<file path="src/rtl/fixed_point_params.v">
// rtl/fixed_point_params.v - shared fixed-point format macros
// Purpose: single definition of the Qm.n format used across the codebase.
//   `Qm  : integer bits
//   `Qn  : fraction bits
//   `Qmn : total bits
//   `F   : declaration fragment for a fixed-point value
`ifndef FIXED_POINT_PARAMS_V
`define FIXED_POINT_PARAMS_V
`define Qm 12
`define Qn 12
`define Qmn (`Qm + `Qn)
`define F signed [`Qmn-1:0]
`endif

</file>
<file path="src/rtl/debug_overlay_v2_pkg.sv">
// rtl/debug_overlay_v2_pkg.sv - shared types, constants and colour helper for the debug overlay
// Purpose: fixed-point widths, pixel classification enum and cell colour function.
// Ports: none (package).
`include "fixed_point_params.v"

package debug_overlay_v2_pkg;

  localparam int QM  = `Qm;
  localparam int QN  = `Qn;
  localparam int QMN = `Qmn;

  localparam logic [5:0] RGB_OFF     = 6'b000000;
  localparam logic [5:0] RGB_DIVIDER = 6'b101010;

  typedef enum logic [1:0] {
    PIX_OFF,
    PIX_GRID,
    PIX_DIVIDER,
    PIX_CELL
  } pix_kind_e;

  // Grey when settled, red while the channel is still highlighted after a change.
  function automatic logic [5:0] cell_rgb(input logic bit_on, input logic highlight);
    if (highlight) return bit_on ? 6'b110000 : 6'b010000;
    return bit_on ? 6'b111111 : 6'b010101;
  endfunction

endpackage

</file>
<file path="src/rtl/debug_snapshot_channel.sv">
// rtl/debug_snapshot_channel.sv - per-channel frame snapshot and change-highlight counter
// Purpose: captures one channel value on each load and restarts a hold counter
//   whenever the captured value differs from the previous snapshot.
// Ports:
//   clk, reset : clock, asynchronous active-high reset
//   i_load     : capture strobe (frame start, not frozen)
//   i_data     : live channel value
//   o_snap     : value captured at the last load
//   o_age      : frames left in highlight (0 = settled)
module debug_snapshot_channel #(
  parameter int W           = 24,
  parameter int HOLD_FRAMES = 30,
  parameter int AW          = $clog2(HOLD_FRAMES + 1)
) (
  input  logic          clk,
  input  logic          reset,
  input  logic          i_load,
  input  logic [W-1:0]  i_data,
  output logic [W-1:0]  o_snap,
  output logic [AW-1:0] o_age
);

  logic [W-1:0]  r_snap;
  logic [AW-1:0] r_age;

  always_ff @(posedge clk or posedge reset) begin
    if (reset) begin
      r_snap <= '0;
      r_age  <= '0;
    end else if (i_load) begin
      r_snap <= i_data;
      if (i_data != r_snap) begin
        r_age <= AW'(HOLD_FRAMES);
      end else if (r_age != '0) begin
        r_age <= r_age - 1'b1;
      end
    end
  end

  assign o_snap = r_snap;
  assign o_age  = r_age;

endmodule

</file>
<file path="src/rtl/debug_overlay_v2.sv">
// rtl/debug_overlay_v2.sv - right-aligned bit-grid overlay of fixed-point debug channels
// Purpose: draws each channel snapshot as one row of bit cells with gridlines,
//   an integer/fraction divider and red highlight of recently changed rows.
// Ports:
//   clk, reset       : clock, asynchronous active-high reset
//   hpos, vpos       : current pixel column / row
//   frame_start      : one-cycle pulse per frame, loads snapshots
//   freeze           : holds snapshots and highlight counters while high
//   channels         : live values, channel i at [i*Qmn +: Qmn]
//   in_debug_overlay : registered region flag (one cycle latency)
//   debug_rgb        : registered RRGGBB colour (one cycle latency)
`include "fixed_point_params.v"

module debug_overlay_v2
  import debug_overlay_v2_pkg::*;
#(
  parameter int H_VIEW      = 640,
  parameter int DEBUG_SCALE = 3,
  parameter int CHANNELS    = 6,
  parameter int HOLD_FRAMES = 30
) (
  input  logic                    clk,
  input  logic                    reset,
  input  logic [9:0]              hpos,
  input  logic [9:0]              vpos,
  input  logic                    frame_start,
  input  logic                    freeze,
  input  logic [CHANNELS*QMN-1:0] channels,
  output logic                    in_debug_overlay,
  output logic [5:0]              debug_rgb
);

  localparam int AW = $clog2(HOLD_FRAMES + 1);
  localparam int DOHS = H_VIEW - (QMN << DEBUG_SCALE) - 1;
  localparam logic [10:0] DOHS_W = 11'(DOHS);
  localparam logic [10:0] V_LAST = 11'(CHANNELS << DEBUG_SCALE);
  localparam logic [10:0] DIV_H  = 11'(QM << DEBUG_SCALE);

  logic            w_load;
  logic [QMN-1:0]  w_snap [CHANNELS];
  logic [AW-1:0]   w_age  [CHANNELS];

  assign w_load = frame_start & ~freeze;

  for (genvar i = 0; i < CHANNELS; i++) begin : g_chan
    debug_snapshot_channel #(
      .W           (QMN),
      .HOLD_FRAMES (HOLD_FRAMES),
      .AW          (AW)
    ) u_chan (
      .clk    (clk),
      .reset  (reset),
      .i_load (w_load),
      .i_data (channels[i*QMN +: QMN]),
      .o_snap (w_snap[i]),
      .o_age  (w_age[i])
    );
  end

  logic signed [10:0] w_h;
  logic               w_region;
  logic [9:0]         w_row;
  logic [9:0]         w_col;
  logic               w_grid;
  logic [QMN-1:0]     w_sel_snap;
  logic               w_sel_hl;
  logic               w_bit;
  pix_kind_e          w_kind;
  logic [5:0]         w_rgb;

  // The closing gridline at v == CHANNELS<<DEBUG_SCALE belongs to the region.
  assign w_h      = $signed({1'b0, hpos} - DOHS_W);
  assign w_region = !w_h[10] && ({1'b0, vpos} <= V_LAST);
  assign w_row    = vpos >> DEBUG_SCALE;
  assign w_col    = w_h[9:0] >> DEBUG_SCALE;
  assign w_grid   = (w_h[DEBUG_SCALE-1:0] == '0) || (vpos[DEBUG_SCALE-1:0] == '0);

  always_comb begin
    w_sel_snap = '0;
    w_sel_hl   = 1'b0;
    w_bit      = 1'b0;
    w_kind     = PIX_OFF;
    w_rgb      = RGB_OFF;
    // Row and column selection done by compare so out-of-range indices yield 0.
    for (int i = 0; i < CHANNELS; i++) begin
      if (w_row == 10'(i)) begin
        w_sel_snap = w_snap[i];
        w_sel_hl   = (w_age[i] != '0);
      end
    end
    // Column 0 shows the MSB.
    for (int j = 0; j < QMN; j++) begin
      if (w_col == 10'(QMN - 1 - j)) w_bit = w_sel_snap[j];
    end
    if (w_region && (w_row < 10'(CHANNELS))) begin
      if (w_grid) w_kind = (w_h == DIV_H) ? PIX_DIVIDER : PIX_GRID;
      else        w_kind = PIX_CELL;
    end
    case (w_kind)
      PIX_DIVIDER: w_rgb = RGB_DIVIDER;
      PIX_CELL:    w_rgb = cell_rgb(w_bit, w_sel_hl);
      default:     w_rgb = RGB_OFF;
    endcase
  end

  logic       r_in_overlay;
  logic [5:0] r_rgb;

  always_ff @(posedge clk or posedge reset) begin
    if (reset) begin
      r_in_overlay <= 1'b0;
      r_rgb        <= '0;
    end else begin
      r_in_overlay <= w_region;
      r_rgb        <= w_rgb;
    end
  end

  assign in_debug_overlay = r_in_overlay;
  assign debug_rgb        = r_rgb;

endmodule
</file>
<file path="config.mk">
export PLATFORM = sky130hd
export DESIGN_NAME = debug_overlay_v2
export DESIGN_NICKNAME = d
export VERILOG_FILES = /design/src/rtl/debug_overlay_v2_pkg.sv /design/src/rtl/debug_snapshot_channel.sv /design/src/rtl/debug_overlay_v2.sv
export VERILOG_INCLUDE_DIRS = /design/src /design/src/rtl
export SDC_FILE = /design/constraint.sdc
export NUM_CORES = 1
export LEC_CHECK = 0
export ABC_AREA = 1
export BUFFER_PORTS_ARGS = -buffer_cell sky130_fd_sc_hd__buf_2
export CAP_MARGIN = 20
export CORE_MARGIN = 8
export CORE_UTILIZATION = 39
export CTS_BUF_LIST = sky130_fd_sc_hd__clkbuf_2
export DETAILED_ROUTE_END_ITERATION = 7
export HOLD_SLACK_MARGIN = 0.15
export SYNTH_ARGS = -nofsm -noshare
export SYNTH_HDL_FRONTEND = slang
export SYNTH_SLANG_ARGS = --single-unit
</file>
<file path="constraint.sdc">
create_clock -name clk -period 7.5 [get_ports clk]
set_clock_uncertainty 0.2 [all_clocks]
set_input_delay 0.375 -clock clk [delete_from_list [all_inputs] [get_ports clk]]
set_output_delay 0.375 -clock clk [all_outputs]
set_load 0.005 [all_outputs]
</file>
=== Yosys cells after proc, flatten, opt, wreduce, memory -nomap -nowiden ===
Index checks and enable logic that the tools add are counted.

* $add $sub $neg: 7
* Multipliers: 0
* Divide/modulo/power cells: 0
* $lt $le $gt $ge: 2
* Equality and inequality tests: 37
* Shift-type cells: 0
* Multiplexer cells: 58
* Bitwise operators: 2
* Reductions and logical operators: 26

{| class="wikitable"
|+ Operators with widths
! cell !! count
|-
| $mux W24 || 6
|-
| $ne A24 B24 Y1 || 6
|-
| $mux W5 || 12
|-
| $eq A7 B4 Y1 const B || 8
|-
| $eq A7 B5 Y1 const B || 8
|-
| $eq A7 B3 Y1 const B || 6
|-
| $mux W1 || 32
|-
| $reduce_bool A5 Y1 || 6
|-
| $sub A5 B1 Y5 const B || 6
|-
| $eq A7 B2 Y1 const B || 4
|-
| $mux W6 || 4
|-
| $logic_not A10 Y1 || 2
|-
| $eq A7 B1 Y1 const B || 2
|-
| $pmux W6 S2 || 1
|-
| $reduce_and A2 Y1 || 6
|-
| $reduce_bool A2 Y1 || 6
|-
| $eq A11 B7 Y1 const B || 1
|-
| $sub A10 B9 Y11 const B || 1
|-
| $le A10 B6 Y1 const B || 1
|-
| $lt A7 B3 Y1 const B || 1
|-
| $logic_not A3 Y1 || 2
|-
| $mux W2 || 3
|-
| $eq A2 B2 Y1 const B || 2
|-
| $logic_and A1 B1 Y1 || 2
|-
| 4 further kinds || 4
|}

* Register bits: 181
* Latch bits: 0
* Bits in writable memories: 0
* Bits in read-only memories: 0
* Bits of input ports: 168
* Output and inout bits: 7
* Logic and storage cells: 146
* Memories: 0

=== Depth between registers and ports, before layout ===
* Word-level depth: 35
* Mapped depth: 38
* Depth with buffers taken out: 38

=== Cells and area by module ===
A second synthesis with hierarchy kept.

* Cell total of the unflattened synthesis: 1,841
* Area, all modules: 11,866.4 um^2

{| class="wikitable"
|+ By module, submodules not included
! module !! times used !! cells each !! area each (um^2) !! sequential area each (um^2)
|-
| debug_snapshot_channel || 6 || 244 || 1,655.3 || 725.7
|-
| debug_overlay_v2 || 1 || 377 || 1,934.4 || 125.1
|}

=== Worst setup path after synthesis ===
OpenSTA, ideal clock, no wires.

* Path kind: in2reg
* Start: in hpos[0]
* End: reg r_rgb[5], in the netlist debug_rgb[5]
* Library setup time: 0.114 ns
* Data arrival time: 2.412 ns
* Data required time: 7.186 ns
* Setup slack: 4.774 ns
* Cell stages on the path: 35
* Buffers on the path: 0
* Cell sequence: nand2_2 -> nor2_4 -> nand3_2 -> nand2_1 -> nand2_2 -> o21bai_4 -> nand2_2 -> inv_2 -> nand2_1 -> inv_1 -> nand3_1 -> nand2_1 -> nand2_1 -> nand2_1 -> nand2_1 -> nand2_1 -> nand3_1 -> nand2_1 -> nand2_1 -> nand2_1 -> nand3_1 -> nand2_1 -> nand2_1 -> nand2_1 -> nand2_1 -> nand2_1 -> nand2_1 -> nand2_1 -> nand2_1 -> nand2_1 -> nand2_1 -> nand2_1 -> nand2_1 -> nand2_2 -> inv_1

* Word-level cells in the longest chain between the ends: 30
* Elaborated cells between the ends (all ways): 65
* Those cells by class: add/sub: 1; eq/ne: 26; mux: 32; reduce/logical: 6

{| class="wikitable"
|+ Ends and longest elaborated chain
! element !! RTL line !! RTL
|-
| from (decl) || debug_overlay_v2.sv:24 || <nowiki>input logic [9:0] hpos,</nowiki>
|-
| $sub A10 B9 Y11 (*) || debug_overlay_v2.sv:72 || <nowiki>assign w_h = $signed({1'b0, hpos} - DOHS_W);</nowiki>
|-
| $eq A7 B5 Y1 || debug_overlay_v2.sv:93 || <nowiki>if (w_col == 10'(QMN - 1 - j)) w_bit = w_sel_snap[j];</nowiki>
|-
| $mux W1 (24 in series) || debug_overlay_v2.sv:93 ||
|-
| $mux W6 (2 in series) || debug_overlay_v2_pkg.sv:24 || <nowiki>if (highlight) return bit_on ? 6'b110000 : 6'b010000;</nowiki>
|-
| $mux W6 || debug_overlay_v2_pkg.sv:25 || <nowiki>return bit_on ? 6'b111111 : 6'b010101;</nowiki>
|-
| $pmux W6 S2 (*) || debug_overlay_v2.sv:99 || <nowiki>case (w_kind)</nowiki>
|-
| via w_rgb[5] || debug_overlay_v2.sv:69 || <nowiki>logic [5:0] w_rgb;</nowiki>
|-
| to (signal assigned) || debug_overlay_v2.sv:115 || <nowiki>r_rgb <= w_rgb;</nowiki>
|-
| to (decl) || debug_overlay_v2.sv:107 || <nowiki>logic [5:0] r_rgb;</nowiki>
|}

The timed path passes the listed nets; every way through them passes the cells marked *. The select of a mux whose other input is x is not followed.
A chain may end at the register's enable or synchronous reset.

=== Worst setup path after layout ===
* Start: in hpos[1]
* End: reg r_rgb[3], in the netlist debug_rgb[3]

* Word-level cells in the longest chain between the ends: 29
* Elaborated cells between the ends (all ways): 63
* Those cells by class: add/sub: 1; eq/ne: 26; mux: 30; reduce/logical: 6

{| class="wikitable"
|+ Ends and longest elaborated chain
! element !! RTL line
|-
| $sub A10 B9 Y11 (*) || debug_overlay_v2.sv:72
|-
| $eq A7 B5 Y1 || debug_overlay_v2.sv:93
|-
| $mux W1 (24 in series) || debug_overlay_v2.sv:93
|-
| $mux W6 (2 in series) || debug_overlay_v2_pkg.sv:25
|-
| $pmux W6 S2 (*) || debug_overlay_v2.sv:99
|}

Every way passes the cells marked *; elsewhere a longest branch is shown, timed or not.

==> impl_metrics.toml <==
[floorplan]
io_pins = 175
dieArea_mm2 = 0.03262
core-area_mm2 = 0.02680
rows = 60
die_x_um = 180.6
dieHeight_um = 180.6
start_util_pct = 39.43

[yosys]
yosys_warnings = 0
avgSynthCellArea_um2 = 7.442
synth_nets = 1599
ys_seq_elements = 179
synthCells = 1420
synth_cell_types = 42
seq_area_frac_synth_pct = 42.39
ys_async_sr_fraction_pct = 100.0
synth_flop_cell = "dfrtp_1"
synth-edff-count = 0
syn_area_mm2 = 0.01057

[worst_setup_path]
cp_data_arrival_time_ps = 4820
slowest_stage = "dlygate4sd3_1"
endpoint_kind = "flop"
critPathMaxFanout = 4
crit_path_start_kind = "primary input"
critical_path.most_common_cell = "dlygate4sd3_1"
critPathMaxStageDelay_ps = 620
critical_path_required_ps = 8020
path_cells = "dlygate4sd3_1 -> buf_2 -> nand2_2 -> dlygate4sd3_1 -> inv_2 -> ha_1 -> dlygate4sd3_1 -> nor2_1 -> dlygate4sd3_1 -> inv_1 -> nor2_1 -> a21oi_1 -> dlygate4sd3_1 -> inv_1 -> nand2_2 -> dlygate4sd3_1 -> nor2_2"
critical_path_class = "in -> reg"

[clock_network]
cts_resized = 0
cts_tree = "built"
cts_max_path_buffers = 2
worstSkewPairLatency_ps = 760
ctsHoldBuffers = 295
clock-root-buffer = "clkbuf_2"
postCtsSetupRepairBufs = 0
clock-sinks = 179
numCtsBuffers = 17
cts.clk_slew.worst_paths_ps = 290
htree_levels = 4

[power_and_ir_drop]
p_sw_share_pct = 34.19
power_switching_mw = 0.8046
p_leak_nw = 7.340
cell_internal_pwr_mw = 1.549
power.share.clock_pct = 22.8
vdd_drop_max_mv = 0.09705
p_comb_share_pct = 25.8
power_mw = 2.353
p_per_area_mw_per_mm2 = 157.0
seq_power_share_pct = 51.4

[placement]
hpwl_mm = 25.82
io_buffers = 174
gp_congestion = 0.9237

[min_path]
min_path_type = "in -> reg"

[timing]
min_period_ps = 4296
tightest_slew_ps = 1003
final_hold_viol_count = 0
rsz0062_at_grt = "false"
max_freq_ghz = 0.2328
fin_crit_sh_pct = 57.27
maxSlewHeadroom_pct = 33.12
finalSetupTns_ps = 0
final-setup-viol-count = 0
final-max-slew-violation-count = 0

[drt]
drc = 0
wl_mm = 38.62
drt_iter0_drc = 877
ant_nets = 0
dr_total_vias = 11250
dr.pass1.iters = 6
routedWlPerCell_um = 17.32
viasPerCell = 5.047

[global_routing]
antenna_found_initial = 5
grt_max_degree = 103
grt-ovfl-total = 0
globalRouteTotalUtil_pct = 23.59
grt_pass1_vias = 11570
grt_pass1_wl_mm = 61.78

[cells_and_area]
nNetsFinal = 2051
drive_gt1_share_pct = 13.80
syn2layout_area_growth_pct = 41.84

[job]
cap_violations = 0

[outcome]
status = "completed"
[cell type report]
cell class / instances / area (um2)
sequential: 179 / 4479
inverter: 149 / 566.8
timing repair buffer: 479 / 3921
fill: 2444 / 11810
clock buffer: 19 / 95.09
clock inverter: 12 / 143.9
multi-input combinational: 1046 / 5344
tap: 341 / 426.7
antenna: 5 / 12.51
[placed cells by master, fill, tap and decap left out, types with 3 or more instances in the layout]
cell type	count
o2111ai_1	6
o21ai_0	90
a41oi_1	3
nor4_1	20
nand2_2	10
a31oi_1	4
buf_2	174
inv_6	6
nand3b_1	4
xor2_1	74
inv_2	11
nand2_1	539
clkbuf_2	19
a221oi_1	5
a2111oi_0	4
ha_1	11
nand3_1	38
or2_2	12
buf_4	5
dlygate4sd3_1	299
dfrtp_1	179
nand4_1	27
nor2_2	4
nor2_1	63
xnor2_1	51
a21oi_1	37
nor2_4	4
o22ai_1	3
diode_2	5
o211ai_1	11
inv_1	136
nor3_1	12
[per-layer routing]
metal  part of all wire (%)  up-vias  global-route usage [%]
met5                      0        -                       0
met4                    3.7        0                   10.09
met3                    5.1       92                   3.931
met2                     47      387                   38.70
met1                     44     5349                   30.34
li1                       -     5426                       -
[Yosys cell counts, drive strengths merged (19+ instances only)]
library cell    n  area share [%]
a21oi          37             1.8
buf            19            0.91
clkbuf         27            0.96
dfrtp         179              42
inv           149             5.3
nand2         551              20
nand3          39             1.9
nand4          27             1.6
nor2           72             3.1
nor4           20             1.2
o21ai          91             4.3
xnor2          51             4.2
xor2           74             6.1
[registers in the layout (all words and copies together), names as in the netlist]
signal / count
g_chan.u_chan.o_age: 30
debug_rgb: 4
in_debug_overlay: 1
g_chan.u_chan.o_snap: 144
[path summary, 6_finish.rpt]
kind,start,to,slack (ps),cells after the start
worst max-delay path,hpos[1],debug_rgb[3]$_DFF_PP0_,3200,17
worst min-delay path,channels[18],g_chan[0].u_chan.o_snap[18]$_DFFE_PP0P_,220,4
worst max register to register,g_chan[1].u_chan.o_snap[1]$_DFFE_PP0P_,debug_rgb[5]$_DFF_PP0_,4140,33
worst min register to register,g_chan[1].u_chan.o_age[4]$_DFFE_PP0P_,g_chan[1].u_chan.o_age[4]$_DFFE_PP0P_,300,1
max in group asynchronous,reset,g_chan[5].u_chan.o_snap[23]$_DFFE_PP0P_,4950,6
min in group asynchronous,reset,g_chan[1].u_chan.o_snap[22]$_DFFE_PP0P_,780,4
[power groups by stage]
stage	sequential [mW]	clock, mW	combinational (mW)
global placement	1.22	0	0.443
floorplan	1.18	0	0.309
global route	1.23	0.582	0.678
detailed placement	1.22	0	0.450
finish	1.21	0.536	0.606
CTS	1.21	0.547	0.590
[critical path: cells and delay by family]
kind | cells | cell delay, ps
buffers and inverters | 10 | 3720
and+or+nand+nor | 5 | 510
adders and majority gates | 1 | 160
AOI/OAI and AO/OA | 1 | 60
[kinds of logic after synthesis]
group           synth area share [%]
simple gates                   29.26
buf+inv                        7.163
flops                          42.39
compound gates                 9.531
xor+xnor                       10.36
fa+ha+maj                      1.302
[stage by stage]
stage	cell area (um2)	worst slack, ps	hold slack, ps	cells	utilization [%]
floorplan	10570	2066	242.6	1420	-
global placement	11730	3852	262.8	1894	43.75
detailed placement	11730	3728	275.0	1894	43.75
CTS	14920	3302	152.1	2220	55.66
global route	14990	2932	153.1	2230	55.93
finish	14990	3204	217.4	2230	55.93
No activity file was read; power rests on OpenSTA's default activity.
